<file path="src/rtl/data_cache.sv">
// Direct-mapped, write-through, read-allocate data cache with 4-word lines.
// Optional feature: define DCACHE_STATS_EN to add the o_hit_cnt/o_miss_cnt ports.
module data_cache #(
  parameter int INDEX_BITS = 4
) (
  input  logic        Clk,
  input  logic        Rst,
  input  logic        i_en,
  input  logic        i_rw,
  input  logic [31:0] i_addr,
  input  logic [31:0] i_wdata,
  output logic [31:0] o_rdata,
  output logic        o_miss,
  output logic        mem_req,
  output logic        mem_we,
  output logic [31:0] mem_addr,
  output logic [31:0] mem_wdata,
  input  logic        mem_ack,
  input  logic [31:0] mem_rdata
`ifdef DCACHE_STATS_EN
  ,
  output logic [31:0] o_hit_cnt,
  output logic [31:0] o_miss_cnt
`endif
);

  localparam int TAG_BITS = 28 - INDEX_BITS;
  localparam int LINES    = 1 << INDEX_BITS;

  typedef enum logic [1:0] {IDLE, FILL, WRITE, DONE} state_e;

  state_e              state_q;
  logic [1:0]          beat_q;
  logic [LINES-1:0]    valid_q;
  logic                mem_req_q;
  logic                mem_we_q;
  logic [31:0]         mem_addr_q;
  logic [31:0]         mem_wdata_q;

  logic [TAG_BITS-1:0] tag_mem  [LINES];
  logic [31:0]         data_mem [LINES][4];

  logic [TAG_BITS-1:0]   req_tag;
  logic [INDEX_BITS-1:0] req_idx;
  logic [1:0]            req_off;
  logic                  req_hit;
  logic                  rd_hit;
  logic                  rd_miss;
  logic                  wr_req;

  assign req_tag = i_addr[31:4+INDEX_BITS];
  assign req_idx = i_addr[3+INDEX_BITS:4];
  assign req_off = i_addr[3:2];
  assign req_hit = valid_q[req_idx] && (tag_mem[req_idx] == req_tag);
  assign rd_hit  = (state_q == IDLE) && i_en && !i_rw && req_hit;
  assign rd_miss = (state_q == IDLE) && i_en && !i_rw && !req_hit;
  assign wr_req  = (state_q == IDLE) && i_en && i_rw;

  // During FILL/WRITE the latched memory address doubles as the held request.
  logic [TAG_BITS-1:0]   lat_tag;
  logic [INDEX_BITS-1:0] lat_idx;
  logic                  lat_hit;
  logic                  fill_ack;
  logic                  write_ack;

  assign lat_tag   = mem_addr_q[31:4+INDEX_BITS];
  assign lat_idx   = mem_addr_q[3+INDEX_BITS:4];
  assign lat_hit   = valid_q[lat_idx] && (tag_mem[lat_idx] == lat_tag);
  assign fill_ack  = (state_q == FILL) && mem_ack;
  assign write_ack = (state_q == WRITE) && mem_ack;

  logic unused_addr_bits;
  assign unused_addr_bits = ^i_addr[1:0];

  // NOTE: sequential state uses non-blocking assignments so every flop samples pre-edge values.
  always_ff @(posedge Clk or posedge Rst) begin
    if (Rst) begin
      state_q     <= IDLE;
      beat_q      <= '0;
      valid_q     <= '0;
      mem_req_q   <= 1'b0;
      mem_we_q    <= 1'b0;
      mem_addr_q  <= '0;
      mem_wdata_q <= '0;
    end else begin
      case (state_q)
        IDLE: begin
          if (rd_miss) begin
            state_q    <= FILL;
            beat_q     <= '0;
            mem_req_q  <= 1'b1;
            mem_we_q   <= 1'b0;
            mem_addr_q <= {i_addr[31:4], 4'b0000};
          end else if (wr_req) begin
            state_q     <= WRITE;
            mem_req_q   <= 1'b1;
            mem_we_q    <= 1'b1;
            mem_addr_q  <= {i_addr[31:2], 2'b00};
            mem_wdata_q <= i_wdata;
          end
        end
        FILL: begin
          if (mem_ack) begin
            beat_q <= beat_q + 2'd1;
            if (beat_q == 2'd3) begin
              state_q          <= IDLE;
              valid_q[lat_idx] <= 1'b1;
              mem_req_q        <= 1'b0;
              mem_addr_q       <= '0;
            end else begin
              mem_addr_q <= mem_addr_q + 32'd4;
            end
          end
        end
        WRITE: begin
          if (mem_ack) begin
            state_q     <= DONE;
            mem_req_q   <= 1'b0;
            mem_we_q    <= 1'b0;
            mem_addr_q  <= '0;
            mem_wdata_q <= '0;
          end
        end
        DONE:    state_q <= IDLE;
        default: state_q <= IDLE;
      endcase
    end
  end

  // NOTE: tag and data arrays carry no reset; valid_q alone decides whether their contents count.
  always_ff @(posedge Clk) begin
    if (fill_ack) begin
      data_mem[lat_idx][beat_q] <= mem_rdata;
      if (beat_q == 2'd3) tag_mem[lat_idx] <= lat_tag;
    end
    if (write_ack && lat_hit) data_mem[lat_idx][mem_addr_q[3:2]] <= mem_wdata_q;
  end

`ifdef DCACHE_STATS_EN
  logic [31:0] hit_cnt_q;
  logic [31:0] miss_cnt_q;

  always_ff @(posedge Clk or posedge Rst) begin
    if (Rst) begin
      hit_cnt_q  <= '0;
      miss_cnt_q <= '0;
    end else begin
      if (rd_hit)  hit_cnt_q  <= hit_cnt_q + 32'd1;
      if (rd_miss) miss_cnt_q <= miss_cnt_q + 32'd1;
    end
  end

  assign o_hit_cnt  = hit_cnt_q;
  assign o_miss_cnt = miss_cnt_q;
`endif

  assign o_rdata   = (!Rst && rd_hit) ? data_mem[req_idx][req_off] : '0;
  assign o_miss    = !Rst && ((state_q == FILL) || (state_q == WRITE) || rd_miss || wr_req);
  assign mem_req   = mem_req_q;
  assign mem_we    = mem_we_q;
  assign mem_addr  = mem_addr_q;
  assign mem_wdata = mem_wdata_q;

endmodule

</file>
<file path="config.mk">
export PLATFORM = sky130hd
export DESIGN_NAME = data_cache
export DESIGN_NICKNAME = d
export VERILOG_FILES = /design/src/rtl/data_cache.sv
export SDC_FILE = /design/constraint.sdc
export NUM_CORES = 2
export LEC_CHECK = 0
export CORE_ASPECT_RATIO = 1.25
export CORE_MARGIN = 5
export CORE_UTILIZATION = 56
export CTS_CLUSTER_SIZE = 25
export DETAILED_ROUTE_END_ITERATION = 10
export PLACE_DENSITY = 0.76
export SLEW_MARGIN = 20
export SYNTH_ARGS = -nofsm -noshare
export SYNTH_HDL_FRONTEND = slang
export SYNTH_SLANG_ARGS = --single-unit
</file>
<file path="constraint.sdc">
create_clock -name Clk -period 5.3 [get_ports Clk]
set_input_delay 1.06 -clock Clk [delete_from_list [all_inputs] [get_ports Clk]]
set_output_delay 1.06 -clock Clk [all_outputs]
set_load 0.01 [all_outputs]
</file>
==> results.md <==
Outcome:
- The run finished, with violations left.
- The final reports fail on setup timing.

Routing:
- The total wire length after detailed routing is 314 mm.
- Once detail routing completed, the nets flagged for antenna violations numbered 0.
- The count of unresolved DRC violations after routing is 0.
- In the routed layout, each cell is associated on average with a via count of 7.21.
- The number of detailed-route iterations in the first pass is 8.
- The final route contains 56,000 vias.
- In the final routed layout, each cell accounts on average for 40.4 um.
- The DRC violation total after the first TritonRoute iteration is 8,596.

Min path:
- The kind of path behind the tightest hold check is register to register.
- The endpoint of the worst hold-timing path is valid_q[10].
- Along the worst hold path, the cell count comes to 1.
- The startpoint identified for the worst hold timing path is valid_q[10].

Clock network:
- The root buffer cell is sky130_fd_sc_hd__clkbuf_16.
- The clock reaches the later pin of the worst-skew pair after 0.89 ns.
- The tree built by TritonCTS fans out to 2,516 sinks.
- The clock passes through at most 3 buffers.
- The H-tree was split into 4 levels.
- Clock-pin slew was measured on the worst setup and hold paths at 0.06 ns.
- Hold repair after CTS inserted 0 buffers.
- TritonCTS created 228 clock buffers.
- TritonCTS built the clock tree.

Place:
- The placer congestion estimate is 0.944.
- The count of buffers added on input and output ports is 195.
- The HPWL after detailed placement is 174 mm.

Setup path:
- The data required time of the worst path is 4.24 ns.
- The kind of end point of the critical path is a primary output.
- The register-to-register setup slack is 0.02 ns.
- In this run the critical register-to-register path is captured at data_mem[11][59].
- The critical register-to-register path startpoint is mem_addr[5].
- The arrival time reported for the critical path endpoint is 4.46 ns.
- In this run the worst path has a maximum fanout of 9.
- The worst setup path is launched from an input pin.
- The worst setup path is of the input pin to primary output kind.
- The number of cells on the worst reg-to-reg path is 12.

Yosys:
- The synthesized area is 103,000 um2.
- After synthesis, the netlist uses 73 different library cells.
- The number of cells produced by synthesis is 4,615.
- After synthesis, the mean cell area works out to 22.3 um2.
- The proportion of register bits with asynchronous set or reset after synthesis is 3.34%.
- In this run, synthesis produced a sequential element count of 2,516.
- After synthesis, flip-flops and latches occupy 73.1% of the total area.
- The number of flops mapped to enable cells by yosys is 2,432.
- The most used flip-flop cell after synthesis is sky130_fd_sc_hd__edfxtp_1.
- During synthesis, Yosys emitted a total of 0 warnings.

Power and ir drop:
- The worst supply voltage drop on vdd is 0.377 mV.
- The leakage power figure is 38.5 nW.
- The total power divided by cell area is 384 nW/um2.
- The total power consumption of the routed design is 46.2 mW.

GRT:
- The via count of the first global-routing pass came to 57,400.
- The first global-routing pass estimated 437 mm of wire.
- The all-layer global routing usage is 32.9%.
- After global routing the overflow that remains totals 0.
- The pin count of the biggest net entering global routing is 169.
- The initial antenna violation count is 25.

Die:
- After floorplanning, the core was divided into 175 placement rows.
- The horizontal extent of the die is 393 um.
- The die covers 192,000 um2.
- 200 I/O pins were placed.
- The initial standard-cell utilization of the core is 56.4%.
- The die height is 489 um.
- The placeable core region is 182,000 um2.

Layout:
- The leading cell type in the layout, fill and taps excluded is sky130_fd_sc_hd__edfxtp_1.
- Across the whole layout, storage elements account for 75,100 um2.
- The share of post-route cells with drive strength above 1 is 37.0%.
- After filler insertion, the fill cell instance count of the layout stands at 11,000.
- The layout net count is 5,292.
- Relative to the synthesized area, the layout overhead comes to 17.2%.
- The area used by multi-input combinational logic is 27,200 um2.
- In the layout the commonest cells are sky130_fd_sc_hd__edfxtp_1 (2,432), sky130_fd_sc_hd__mux4_2 (879), sky130_fd_sc_hd__buf_4 (258).

Timing:
- The count of final setup violators is 29.
- Setup repair after global routing could not meet its margin everywhere.
- The count of pins over their slew limit was 0.
- The worst hold slack after final layout is 0.493 ns.
- The achievable frequency is 181 MHz.
- The sum of negative setup slack is -2.66 ns.
- For the pin with the worst max-slew slack, the measured transition is 1.13 ns.
- The final number of hold-violating endpoints came to 0.
- The time the final worst path needs with I/O delays and setup is 5.52 ns.
- The worst relative slew slack is 24.4%.
- In the finished design, the share of the clock period the worst path needs comes to 104%.
- Across all setup checks in the final design, the least slack found is -0.217 ns.
- Between clock sinks in the finished design, the worst skew comes to 0.0596 ns.

Job:
- Across the run, the number of max-cap violations was 0.
-- cell type report --
class,count,share of cell area [%]
tap,2389,2.48
inverter,21,0.0676
multi-input combinational,1795,22.6
sequential,2516,62.4
antenna,10,0.0208
timing repair buffer,616,6.06
clock inverter,145,1.31
clock buffer,283,5.02
-- stage by stage --
stage | utilization [%] | setup WS, ns | area (um2) | cells
finish | 66.1 | -0.217 | 120000 | 7775
floorplan | - | 0.104 | 103000 | 4616
global placement | 61.2 | -0.661 | 111000 | 7291
detailed placement | 61.2 | -0.640 | 111000 | 7291
CTS | 65.9 | -0.159 | 120000 | 7757
global route | 66.1 | -0.264 | 120000 | 7768
-- power by group --
group | switching, mW | internal [mW]
clock | 7.53 | 9.48
combinational | 3.44 | 2.57
sequential | 0.841 | 22.4
total | 11.8 | 34.4
-- metal layers --
| metal | vias up | GRT usage [%] | wire length [um] |
|---|---|---|---|
| li1 | 20900 | - | - |
| met1 | 28900 | 40.7 | 96600 |
| met2 | 5024 | 53.6 | 154000 |
| met3 | 1199 | 9.39 | 42900 |
| met4 | 22 | 16.9 | 20700 |
| met5 | - | 0 | 142 |
-- repair_timing --
action / CTS / global route
pin swaps: 11 / 19
buffers inserted: 28 / 7
resized for setup: 214 / 31
endpoints found under the setup margin: 33 / 33
gates cloned: 15 / 2
-- sequential cells by signal, indices dropped and copies added, names as in the netlist --
name,count
mem_we,1
data_mem,2048
mem_req,1
tag_mem,384
beat_q,2
mem_addr,30
valid_q,16
state_q,2
mem_wdata,32
-- synth_stat cells (all sizes together), types with 3 or more instances --
cell / n / share of area, %
xnor2: 24 / 0.20
mux2i: 59 / 0.57
o21ai: 65 / 0.32
and4: 5 / 0.043
a211oi: 4 / 0.029
buf: 147 / 0.94
a221oi: 7 / 0.066
or2: 21 / 0.13
nor3: 15 / 0.073
nand2b: 6 / 0.037
and2: 8 / 0.049
a31oi: 15 / 0.091
a32oi: 7 / 0.060
and3: 44 / 0.27
nor2b: 10 / 0.061
a21oi: 83 / 0.40
nand4: 11 / 0.067
o211ai: 5 / 0.037
mux2: 137 / 1.5
a21o: 3 / 0.022
nor2: 90 / 0.33
nor3b: 4 / 0.029
a22o: 3 / 0.026
clkbuf: 137 / 0.51
xor2: 15 / 0.13
nand3: 53 / 0.26
edfxtp: 2432 / 71
dfrtp: 84 / 2.0
o2111ai: 6 / 0.051
ha: 13 / 0.16
nand2: 128 / 0.47
inv: 19 / 0.069
mux4: 879 / 19
nor4: 10 / 0.061
or3: 4 / 0.024
o22ai: 3 / 0.018
a22oi: 27 / 0.20
-- worst max-delay path, cell delays in order --
cell                        delay, ns
sky130_fd_sc_hd__buf_16          0.14
sky130_fd_sc_hd__buf_8           0.15
sky130_fd_sc_hd__buf_12          0.15
sky130_fd_sc_hd__buf_12          0.12
sky130_fd_sc_hd__mux4_2          0.38
sky130_fd_sc_hd__nand2_1         0.08
sky130_fd_sc_hd__a31o_4          0.22
sky130_fd_sc_hd__a221oi_4        0.31
sky130_fd_sc_hd__o21ai_2         0.10
sky130_fd_sc_hd__or3_4           0.41
sky130_fd_sc_hd__a2111oi_4       0.34
sky130_fd_sc_hd__buf_12          0.19
sky130_fd_sc_hd__buf_12          0.14
sky130_fd_sc_hd__buf_16          0.17
sky130_fd_sc_hd__buf_6           0.13
sky130_fd_sc_hd__and3_4          0.21
sky130_fd_sc_hd__buf_12          0.12
-- worst max path at each step --
stage | from | endpoint | slack (ns) | depth (start not counted)
CTS | i_addr[4] | o_rdata[13] | -0.16 | 17
global placement | i_addr[5] | o_rdata[14] | -0.66 | 11
finish | i_addr[4] | o_rdata[13] | -0.22 | 17
detailed placement | i_addr[4] | o_rdata[19] | -0.64 | 14
global route | i_addr[4] | o_rdata[13] | -0.26 | 18
floorplan | mem_addr[5] | data_mem[0][100] | 0.10 | 14
-- logic make-up (layout without fill, tap and decap cells) --
kind of cell | after synthesis | after routing | synth area share [%]
AOI/OAI and AO/OA | 250 | 250 | 1.53
xor gates and xnor gates | 39 | 39 | 0.333
adders and majority gates | 13 | 13 | 0.158
buffers and inverters | 305 | 1065 | 1.52
DFF | 2516 | 2516 | 73.1
muxes | 1075 | 1075 | 21.3
other | 1 | 12 | 0.00365
and+or+nand+nor | 416 | 416 | 1.96
Power figures use the tool's default switching activity.
